--- src/rtl/y_update_sequencer.sv ---
// ---------------------------------------------------------------------------
// y_update_sequencer
//
// Walks a change list one entry at a time. For each entry it:
//   1. spends one cycle in FETCH while the change memory returns the entry,
//   2. grants the Y SRAM bus to the update-Y datapath (COMPUTE) until that
//      datapath reports completion,
//   3. grants the Y SRAM bus to the write-back path (WRITE) until the write
//      completes,
//   4. spends one cycle in NEXT to count the entry and choose between the
//      next entry and finishing.
// Each wait in COMPUTE or WRITE is guarded by a watchdog. When the watchdog
// expires the sequencer parks in ERR with a sticky error flag until aborted.
//
// Ports
//   clk_i            rising-edge clock
//   rst_i            asynchronous active-high reset
//   start_i          one-cycle request to run the list (accepted in IDLE only)
//   abort_i          synchronous cancel back to IDLE from any state
//   num_changes_i    number of list entries, captured on an accepted start
//   compute_done_i   update-Y compute complete (honoured in COMPUTE only)
//   write_done_i     Y write-back complete (honoured in WRITE only)
//   chg_addr_o       change-list read address of the current entry
//   compute_enable_o update-Y datapath enable / Y SRAM bus grant
//   write_enable_o   write-back path enable / Y SRAM bus grant
//   busy_o           high whenever the sequencer is not in IDLE
//   all_done_o       one-cycle pulse when the whole list has completed
//   entry_count_o    entries fully written back since the last accepted start
//   timeout_err_o    sticky watchdog error flag
// ---------------------------------------------------------------------------
module y_update_sequencer #(
  parameter int unsigned TIMEOUT = 1023,
  parameter int unsigned AW      = 11
) (
  input  logic          clk_i,
  input  logic          rst_i,
  input  logic          start_i,
  input  logic          abort_i,
  input  logic [AW-1:0] num_changes_i,
  input  logic          compute_done_i,
  input  logic          write_done_i,
  output logic [AW-1:0] chg_addr_o,
  output logic          compute_enable_o,
  output logic          write_enable_o,
  output logic          busy_o,
  output logic          all_done_o,
  output logic [AW-1:0] entry_count_o,
  output logic          timeout_err_o
);

  // Watchdog wide enough to hold TIMEOUT itself.
  localparam int unsigned WDW = (TIMEOUT < 2) ? 1 : $clog2(TIMEOUT + 1);
  // The counter is 0 in the first cycle of a wait, so the cycle in which it
  // would step to TIMEOUT is the one where it currently holds TIMEOUT-1.
  localparam logic [WDW-1:0] WD_LAST = WDW'(TIMEOUT - 1);

  typedef enum logic [2:0] {
    S_IDLE,
    S_FETCH,
    S_COMPUTE,
    S_WRITE,
    S_NEXT,
    S_DONE,
    S_ERR
  } state_e;

  state_e          state_q;
  logic [AW-1:0]   num_q;
  logic [AW-1:0]   chg_addr_q;
  logic [AW-1:0]   entry_count_q;
  logic [WDW-1:0]  wd_q;
  logic            compute_en_q;
  logic            write_en_q;
  logic            busy_q;
  logic            all_done_q;
  logic            timeout_err_q;

  logic [AW-1:0]   entry_count_d;
  logic            wd_expired;

  // Count the entry leaving NEXT; the finish decision uses this new value.
  assign entry_count_d = entry_count_q + AW'(1);
  assign wd_expired    = (wd_q == WD_LAST);

  // Single registered FSM: every output is a flop loaded together with the
  // next state, so enables and flags line up exactly with the state they
  // describe and never glitch.
  always_ff @(posedge clk_i or posedge rst_i) begin
    if (rst_i) begin
      state_q       <= S_IDLE;
      num_q         <= '0;
      chg_addr_q    <= '0;
      entry_count_q <= '0;
      wd_q          <= '0;
      compute_en_q  <= 1'b0;
      write_en_q    <= 1'b0;
      busy_q        <= 1'b0;
      all_done_q    <= 1'b0;
      timeout_err_q <= 1'b0;
    end else begin
      // allDone is a pulse; only the transition into DONE raises it.
      all_done_q <= 1'b0;

      if (abort_i) begin
        // Cancel wins over everything. Progress counters are left as they
        // are so software can see how far the run got.
        state_q      <= S_IDLE;
        compute_en_q <= 1'b0;
        write_en_q   <= 1'b0;
        busy_q       <= 1'b0;
      end else begin
        unique case (state_q)
          S_IDLE: begin
            if (start_i) begin
              busy_q        <= 1'b1;
              entry_count_q <= '0;
              if (num_changes_i != '0) begin
                state_q       <= S_FETCH;
                num_q         <= num_changes_i;
                chg_addr_q    <= '0;
                timeout_err_q <= 1'b0;
              end else begin
                // Empty list: finish straight away without touching the bus.
                state_q    <= S_DONE;
                all_done_q <= 1'b1;
              end
            end
          end

          S_FETCH: begin
            // Change memory data is valid after this cycle; hand the bus to
            // the compute datapath and arm the watchdog.
            state_q      <= S_COMPUTE;
            compute_en_q <= 1'b1;
            wd_q         <= '0;
          end

          S_COMPUTE: begin
            // A done arriving in the watchdog's last cycle still wins.
            if (compute_done_i) begin
              state_q      <= S_WRITE;
              compute_en_q <= 1'b0;
              write_en_q   <= 1'b1;
              wd_q         <= '0;
            end else if (wd_expired) begin
              state_q       <= S_ERR;
              compute_en_q  <= 1'b0;
              timeout_err_q <= 1'b1;
            end else begin
              wd_q <= wd_q + WDW'(1);
            end
          end

          S_WRITE: begin
            if (write_done_i) begin
              state_q    <= S_NEXT;
              write_en_q <= 1'b0;
            end else if (wd_expired) begin
              state_q       <= S_ERR;
              write_en_q    <= 1'b0;
              timeout_err_q <= 1'b1;
            end else begin
              wd_q <= wd_q + WDW'(1);
            end
          end

          S_NEXT: begin
            entry_count_q <= entry_count_d;
            if (entry_count_d == num_q) begin
              state_q    <= S_DONE;
              all_done_q <= 1'b1;
            end else begin
              // Natural AW-bit wrap; unreachable for lists shorter than 2^AW.
              chg_addr_q <= chg_addr_q + AW'(1);
              state_q    <= S_FETCH;
            end
          end

          S_DONE: begin
            state_q <= S_IDLE;
            busy_q  <= 1'b0;
          end

          S_ERR: begin
            // Parked with the bus released until abort.
            compute_en_q <= 1'b0;
            write_en_q   <= 1'b0;
          end

          default: begin
            state_q      <= S_IDLE;
            compute_en_q <= 1'b0;
            write_en_q   <= 1'b0;
            busy_q       <= 1'b0;
          end
        endcase
      end
    end
  end

  assign chg_addr_o       = chg_addr_q;
  assign compute_enable_o = compute_en_q;
  assign write_enable_o   = write_en_q;
  assign busy_o           = busy_q;
  assign all_done_o       = all_done_q;
  assign entry_count_o    = entry_count_q;
  assign timeout_err_o    = timeout_err_q;

endmodule

--- config.mk ---
export PLATFORM = sky130hd
export DESIGN_NAME = y_update_sequencer
export DESIGN_NICKNAME = d
export VERILOG_FILES = /design/src/rtl/y_update_sequencer.sv
export SDC_FILE = /design/constraint.sdc
export NUM_CORES = 1
export LEC_CHECK = 0
export BUFFER_PORTS_ARGS = -buffer_cell sky130_fd_sc_hd__buf_2
export CAP_MARGIN = 20
export CORE_MARGIN = 2
export CORE_UTILIZATION = 35
export CTS_CLUSTER_SIZE = 10
export DETAILED_ROUTE_END_ITERATION = 6
export GPL_ROUTABILITY_DRIVEN = 0
export PLACE_DENSITY_LB_ADDON = 0.2
export SLEW_MARGIN = 10
export SYNTH_ARGS = -nofsm -noshare
export SYNTH_HDL_FRONTEND = slang
export SYNTH_SLANG_ARGS = --single-unit
--- constraint.sdc ---
create_clock -name clk_i -period 2.7 [get_ports clk_i]
set_input_delay 0.405 -clock clk_i [delete_from_list [all_inputs] [get_ports clk_i]]
set_output_delay 0.405 -clock clk_i [all_outputs]
set_load 0.05 [all_outputs]
**Yosys cells after proc, flatten, opt, wreduce, memory -nomap -nowiden**

Index checks and enable logic that the tools add are counted.

- Word-level logic and storage cells: 92
- Flip-flop bits (word level): 51
- Output and inout bits: 27

- Add/subtract/negate cells: 3
- Equal/unequal tests: 21
- Multiplexer cells: 40
- Bitwise operators: 1
- Reductions and logical operators: 17

Operators with widths:

| kind | number |
|---|---|
| $mux W11 | 4 |
| $pmux W11 S2 | 2 |
| $mux W10 | 3 |
| $pmux W10 S3 | 1 |
| $add A11 B1 Y11 const B | 2 |
| $mux W3 | 7 |
| $pmux W3 S6 | 1 |
| $mux W1 | 17 |
| $ne A2 B2 Y1 const B | 6 |
| $eq A11 B11 Y1 | 1 |
| $reduce_bool A11 Y1 | 1 |
| $add A10 B1 Y10 const B | 1 |
| $eq A10 B10 Y1 const B | 1 |
| $eq A3 B3 Y1 const B | 3 |
| $pmux W1 S3 | 3 |
| $reduce_and A3 Y1 | 3 |
| $ne A4 B4 Y1 const B | 2 |
| $reduce_or A4 Y1 | 2 |
| $eq A3 B2 Y1 const B | 2 |
| $ne A2 B1 Y1 const B | 3 |
| $ne A3 B3 Y1 const B | 2 |
| $reduce_and A2 Y1 | 3 |
| $reduce_and A6 Y1 | 1 |
| $reduce_bool A3 Y1 | 2 |
| 8 further kinds | 9 |

**Depth between registers and ports, before layout**

Gate-level depths: netlist of run 1.

- Word-level depth: 5
- Gate-level depth with buffers: 12
- Mapped depth without buffers: 8

**Worst setup path before layout of run 1**

Ideal clock, no wire load.

- Path kind: reg2reg
- Start point: register entry_count_q[1], in the netlist entry_count_o[1]
- End point: register chg_addr_q[10], in the netlist chg_addr_o[10]
- Setup time: 78 ps
- Clock period less this slack: 2685 ps
- Slack: 15 ps
- Stages on the path, launching flop included: 13
- Arrival time: 2607 ps
- Cell sequence: dfrtp_1 > ha_1 > buf_6 > and3_1 > buf_4 > nand3_1 > a21oi_1 > o31ai_4 > nor4_4 > buf_6 > buf_6 > o21ai_0 > a21oi_1

- Word-level cells in the longest chain between the ends: 4

Ends and longest elaborated chain:

| element | line | RTL |
|---|---|---|
| start, declared | 70 | `logic [AW-1:0] entry_count_q;` |
| start signal, assigned | 168 | `entry_count_q <= entry_count_d;` |
| $add A11 B1 Y11 | 82 | `assign entry_count_d = entry_count_q + AW'(1);` |
| $eq A11 B11 Y1 | 169 | `if (entry_count_d == num_q) begin` |
| $ne A2 B2 Y1 (no source line) | n/a |  |
| $reduce_and A5 Y1 (no source line) | n/a |  |
| end signal, assigned | 174 | `chg_addr_q <= chg_addr_q + AW'(1);` |
| end, declared | 69 | `logic [AW-1:0] chg_addr_q;` |

No other way between the ends.
A chain may end at the register's enable or synchronous reset.

**Worst setup path in the final report of run 1**

- Start point: register entry_count_q[2], in the netlist entry_count_o[2]
- End point: register chg_addr_q[4], in the netlist chg_addr_o[4]

The elaborated chain is that of the path after synthesis.

==> flow_metrics.tcl, run 1 <==
set metrics [dict create \
    status "finished clean" \
    hold_violations 0 \
    cts.path.max_buffers 2 \
    final-setup-viol-count 0 \
    path_cells "and3_1 > nand3_1 > and3_4 > o31ai_4 > nor4_4 > buf_4 > or4_1 > a21oi_1" \
    post-route-period-util_pct 94.0 \
    synth.top_cell.area_share_pct 41.4 \
    hp-class "primary input to async pin" \
    synth-main-ff-cell "dfrtp_1" \
    total_power_mw 1.83 \
    place_area_mm2 0.00341 \
    clockRootBuffer "clkbuf_8" \
    fin_ws_ns 0.161 \
    cts_sinks 51 \
    track_usage_pct 16.0 \
    final_nets 421 \
    synth_seq_area_share_pct 41.4 \
    routed_wl_mm 7.33 \
    worstMarginPinSlew_ns 0.500 \
    die-height_um 97.8 \
    syn_area_mm2 0.00308 \
    ys.warnings.count 0 \
    ir_worst_vdd_uv 223 \
    path_class "flip-flop to flip-flop" \
    synthArstFlopShare_pct 100 \
    start_util_pct 35.7 \
    ff2ff_path_depth 8 \
    cp_slowest_stage_delay_ns 0.55 \
    crit_path_end_kind "flip-flop" \
    p_leak_nw 1.60 \
    portBuffers 43 \
    io_pins 44 \
    dieArea_mm2 0.00957 \
    grt_first_pass_wirelength_mm 12.4 \
    path_depth 8 \
    coreArea_mm2 0.00864 \
    power_frac_clock_pct 25.3 \
    yosysMostFrequentCell "nand2_1" \
    internal_power_mw 1.20 \
    maxCapViolCount 0 \
    min_period_ns 2.54 \
    drv_slew 0 \
    synth_commonest_cells "nand2_1, dfrtp_1, a21oi_1, nor2_1, o21ai_0" \
    instances_no_fill 509 \
    setup_tns_ns 0 \
    path_clk_slew_ns 0.10 \
    cp.arrival_ns 2.79 \
    postCtsSetupBuffers 0 \
    hpwlAfterDp_mm 5.38 \
    pwr-share-comb_pct 23.9 \
    cts_tree "done" \
    grt_pass1_vias 2481 \
    path_delay_family "simple AND/OR/NAND/NOR gates" \
    viasPerCell 5.28 \
    grt_antenna_before_repair 0 \
    row_count 34 \
    synth_edf_count 0 \
    design_area_mm2 0.00350 \
    grt_start_max_net_pins 25 \
    antenna_cells 0 \
    final_layout_size_suffix_gt1_share_pct 19.5 \
    synth_seq_cells 51 \
    max_freq_ghz 0.394 \
    drtIter0Drc 169 \
    fp.dieW_um 97.8 \
    numPlacedInstances 501 \
    areaGrowthSynthToFinish_pct 13.5 \
    yosys.area.top_type "dfrtp_1" \
    syn-num-nets 378 \
    powerDensity_mw_per_mm2 525 \
    cts_buffers 5 \
    power.switching_mw 0.631 \
    rsz0062_at_grt "no" \
    routedWlPerCell_um 14.4 \
    via_count 2685 \
    relSlewSlack_pct 66.6 \
    firstDrtPassIters 4 \
    skew_ns 0.00566 \
    cts_hold_buffers 0 \
    seq_power_share_pct 50.7 \
    synth_area_leaders "dfrtp_1, nand2_1, a21oi_1, o21ai_0, xnor2_1" \
    postSynthCellCount 357 \
    postCtsResizedCells 0 \
    sw_frac_of_total_pct 34.4 \
    cp-start-kind "flip-flop" \
    required_ns 2.95 \
    grt_remaining_overflow 0 \
    route.detailed.drc 0 \
    synth_cell_types 53 \
    slowest_stage "dfrtp_1" \
    cts_htree_levels 2 \
    place_ws_ns 0.203 \
    crit_buf_inv 1 \
    antenna_left 0 \
    avgSynthCellArea_um2 8.63 \
    path_max_fanout 24 \
    clk_latency_ns 0.32 \
]
registers in the layout, indices dropped and copies added, names as in the netlist:
signal            flops
chg_addr_o           11
entry_count_o        11
num_q                11
wd_q                 10
state_q               3
all_done_o            1
busy_o                1
compute_enable_o      1
timeout_err_o         1
write_enable_o        1
metal layers:
layer	share of wire [%]	global-route usage, %	up-vias
met3	4.1	2.15	9
met5	0	0	-
li1	-	-	1359
met2	43	23.4	60
met4	1.6	5.45	0
met1	51	24.4	1257
per-stage QoR:
stage	util, %	hold WS (ns)
floorplan	-	0.462
global placement	39.5	0.457
detailed placement	39.5	0.465
CTS	40.5	0.109
global route	40.5	0.143
finish	40.5	0.101
layout make-up:
| type | count | area (µm²) |
|---|---|---|
| Fill cell | 893 | 5140 |
| Multi-Input combinational cell | 275 | 1640 |
| Sequential cell | 51 | 1280 |
| Timing Repair Buffer | 58 | 328 |
| Tap cell | 108 | 135 |
| Clock buffer | 5 | 68.8 |
| Inverter | 9 | 33.8 |
| Clock inverter | 3 | 18.8 |
power by group through the flow:
| stage | logic (mW) | registers, mW | clock network [mW] |
|---|---|---|---|
| floorplan | 0.318 | 0.945 | 0 |
| finish | 0.439 | 0.931 | 0.465 |
| global route | 0.498 | 0.947 | 0.512 |
| detailed placement | 0.441 | 0.949 | 0 |
| CTS | 0.443 | 0.933 | 0.486 |
| global placement | 0.435 | 0.946 | 0 |
cell usage in the layout, fill, tap and decap left out, drive strengths merged, types with 4 or more instances in the layout:
cell    count
and3        6
nand4       8
o21ai      31
or4         5
nand2      59
inv         9
nor3        9
a21oi      28
ha          4
nand3      11
nor2       28
a31oi       4
buf        58
xor2        8
clkbuf      5
or3        11
a211oi      4
nor2b       5
dfrtp      51
xnor2      14
o31ai      10
final timing paths:
path / from / end / slack [ns]
min in group clk_i: num_changes_i[5] / num_q[5] / 0.29
max in group asynchronous: rst_i / num_q[8] / 1.97
max: entry_count_o[2] / chg_addr_o[4] / 0.16
min reg2reg: num_q[10] / num_q[10] / 0.51
max reg2reg: entry_count_o[2] / chg_addr_o[4] / 0.16
min: rst_i / wd_q[2] / 0.10
cell families (layout without fill, tap and decap cells):
kind of cell             Yosys count  count (layout)  synth area share, %
AND/OR/NAND/NOR                  157             157                 26.7
AO/OA/AOI/OAI                     92              92                 18.5
flip-flops                        51              51                 41.4
buffers and inverters             31              75                 5.44
XOR/XNOR                          22              22                 6.26
adder cells (fa/ha/maj)            4               4                 1.62
(Power assumes the default switching activity.)
==> run 2, diff against run 1 <==
- MAX_ROUTING_LAYER: unset -> met4
==> flow_metrics.tcl, run 2 (same netlist as run 1, synthesis figures left out) <==
set metrics [dict create \
    maxCapViolCount 0 \
    mostFrequentLayoutCell "nand2_1" \
    final_layout_size_suffix_gt1_share_pct 19.5 \
    cts_buffers 5 \
    setup_tns_ns 0 \
    routedWlPerCell_um 14.5 \
    final-setup-viol-count 0 \
    postCtsSetupBuffers 0 \
    fin_hold_ws_ns 0.100 \
    viasPerCell 5.26 \
    clk_latency_ns 0.32 \
    cts_hold_buffers 0 \
    place_area_mm2 0.00341 \
    via_count 2675 \
    total_power_mw 1.84 \
    rsz0062_at_grt "no" \
    ir_worst_vdd_uv 225 \
    crit_path_end_kind "flip-flop" \
    route.detailed.drc 0 \
    max_freq_ghz 0.394 \
    skew_ns 0.00479 \
    relSlewSlack_pct 66.8 \
    cts_tree "done" \
    path_clk_slew_ns 0.10 \
    hp-class "primary input to async pin" \
    postCtsResizedCells 0 \
    cp-start-kind "flip-flop" \
    hold_violations 0 \
    grt_pass1_vias 2484 \
    p_leak_nw 1.60 \
    clockRootBuffer "clkbuf_8" \
    post-route-period-util_pct 93.9 \
    cts_htree_levels 2 \
    cts_sinks 51 \
    design_area_mm2 0.00350 \
    die-height_um 97.8 \
    final_nets 421 \
    grt_remaining_overflow 0 \
    min_period_ns 2.54 \
    areaGrowthSynthToFinish_pct 13.5 \
    coreArea_mm2 0.00864 \
    portBuffers 43 \
    required_ns 2.95 \
    start_util_pct 35.7 \
    final_cell_mix "nand2_1, dfrtp_1, buf_2" \
    row_count 34 \
    antenna_left 0 \
    fp.dieW_um 97.8 \
    final_util_pct 40.5 \
    cts.path.max_buffers 2 \
    routed_wl_mm 7.39 \
    drtIter0Drc 184 \
    grt_antenna_before_repair 0 \
    path_class "flip-flop to flip-flop" \
    grt_start_max_net_pins 25 \
    dieArea_mm2 0.00957 \
    track_usage_pct 16.5 \
    io_pins 44 \
    antenna_cells 0 \
    grt_first_pass_wirelength_mm 12.4 \
    status "finished clean" \
    cp.arrival_ns 2.79 \
    path_max_fanout 24 \
    hpwlAfterDp_mm 5.38 \
    worstMarginPinSlew_ns 0.497 \
    firstDrtPassIters 4 \
    powerDensity_mw_per_mm2 525 \
    drv_slew 0 \
]
run 2: worst paths after layout:
kind | from | end | slack, ns | cells after the start
max | entry_count_o[2] | chg_addr_o[4] | 0.16 | 8
min | rst_i | wd_q[2] | 0.10 | 2
max reg2reg | entry_count_o[2] | chg_addr_o[4] | 0.16 | 8
min reg2reg | num_q[10] | num_q[10] | 0.51 | 2
max in group asynchronous | rst_i | entry_count_o[5] | 1.97 | 3
min in group clk_i | num_changes_i[5] | num_q[5] | 0.29 | 3
run 2: routing by layer:
metal,part of all wire [%],up-vias,GRT usage [%]
met1,51,1252,24.4
li1,-,1356,-
met3,3.9,9,2.15
met4,1.6,0,5.45
met5,0,-,-
met2,43,58,23.6
run 2: power by group:
part,total (mW),switching [mW],internal [mW]
Sequential,0.932,0.0931,0.839
Clock,0.466,0.283,0.184
Combinational,0.440,0.258,0.181
Total,1.84,0.634,1.20
run 2: area by class of cell:
| cell class | instances | area [µm²] |
|---|---|---|
| well taps | 108 | 135 |
| clock inverters | 3 | 18.8 |
| inverters | 9 | 33.8 |
| clock buffers | 5 | 68.8 |
| flip-flops and latches | 51 | 1280 |
| multi-input cells | 275 | 1640 |
| repair buffers | 58 | 328 |
| fillers | 893 | 5140 |
run 2: critical path: stages (launching register included):
cell	delay (ns)
dfrtp_1	0.55
and3_1	0.36
nand3_1	0.17
and3_4	0.21
o31ai_4	0.26
nor4_4	0.07
buf_4	0.22
or4_1	0.48
a21oi_1	0.15
run 2: stage by stage:
step                std cells  setup WS [ns]
finish                    509          0.164
global route              509         0.0323
CTS                       509          0.178
detailed placement        501          0.203
global placement          501          0.297
floorplan                 357         0.0147
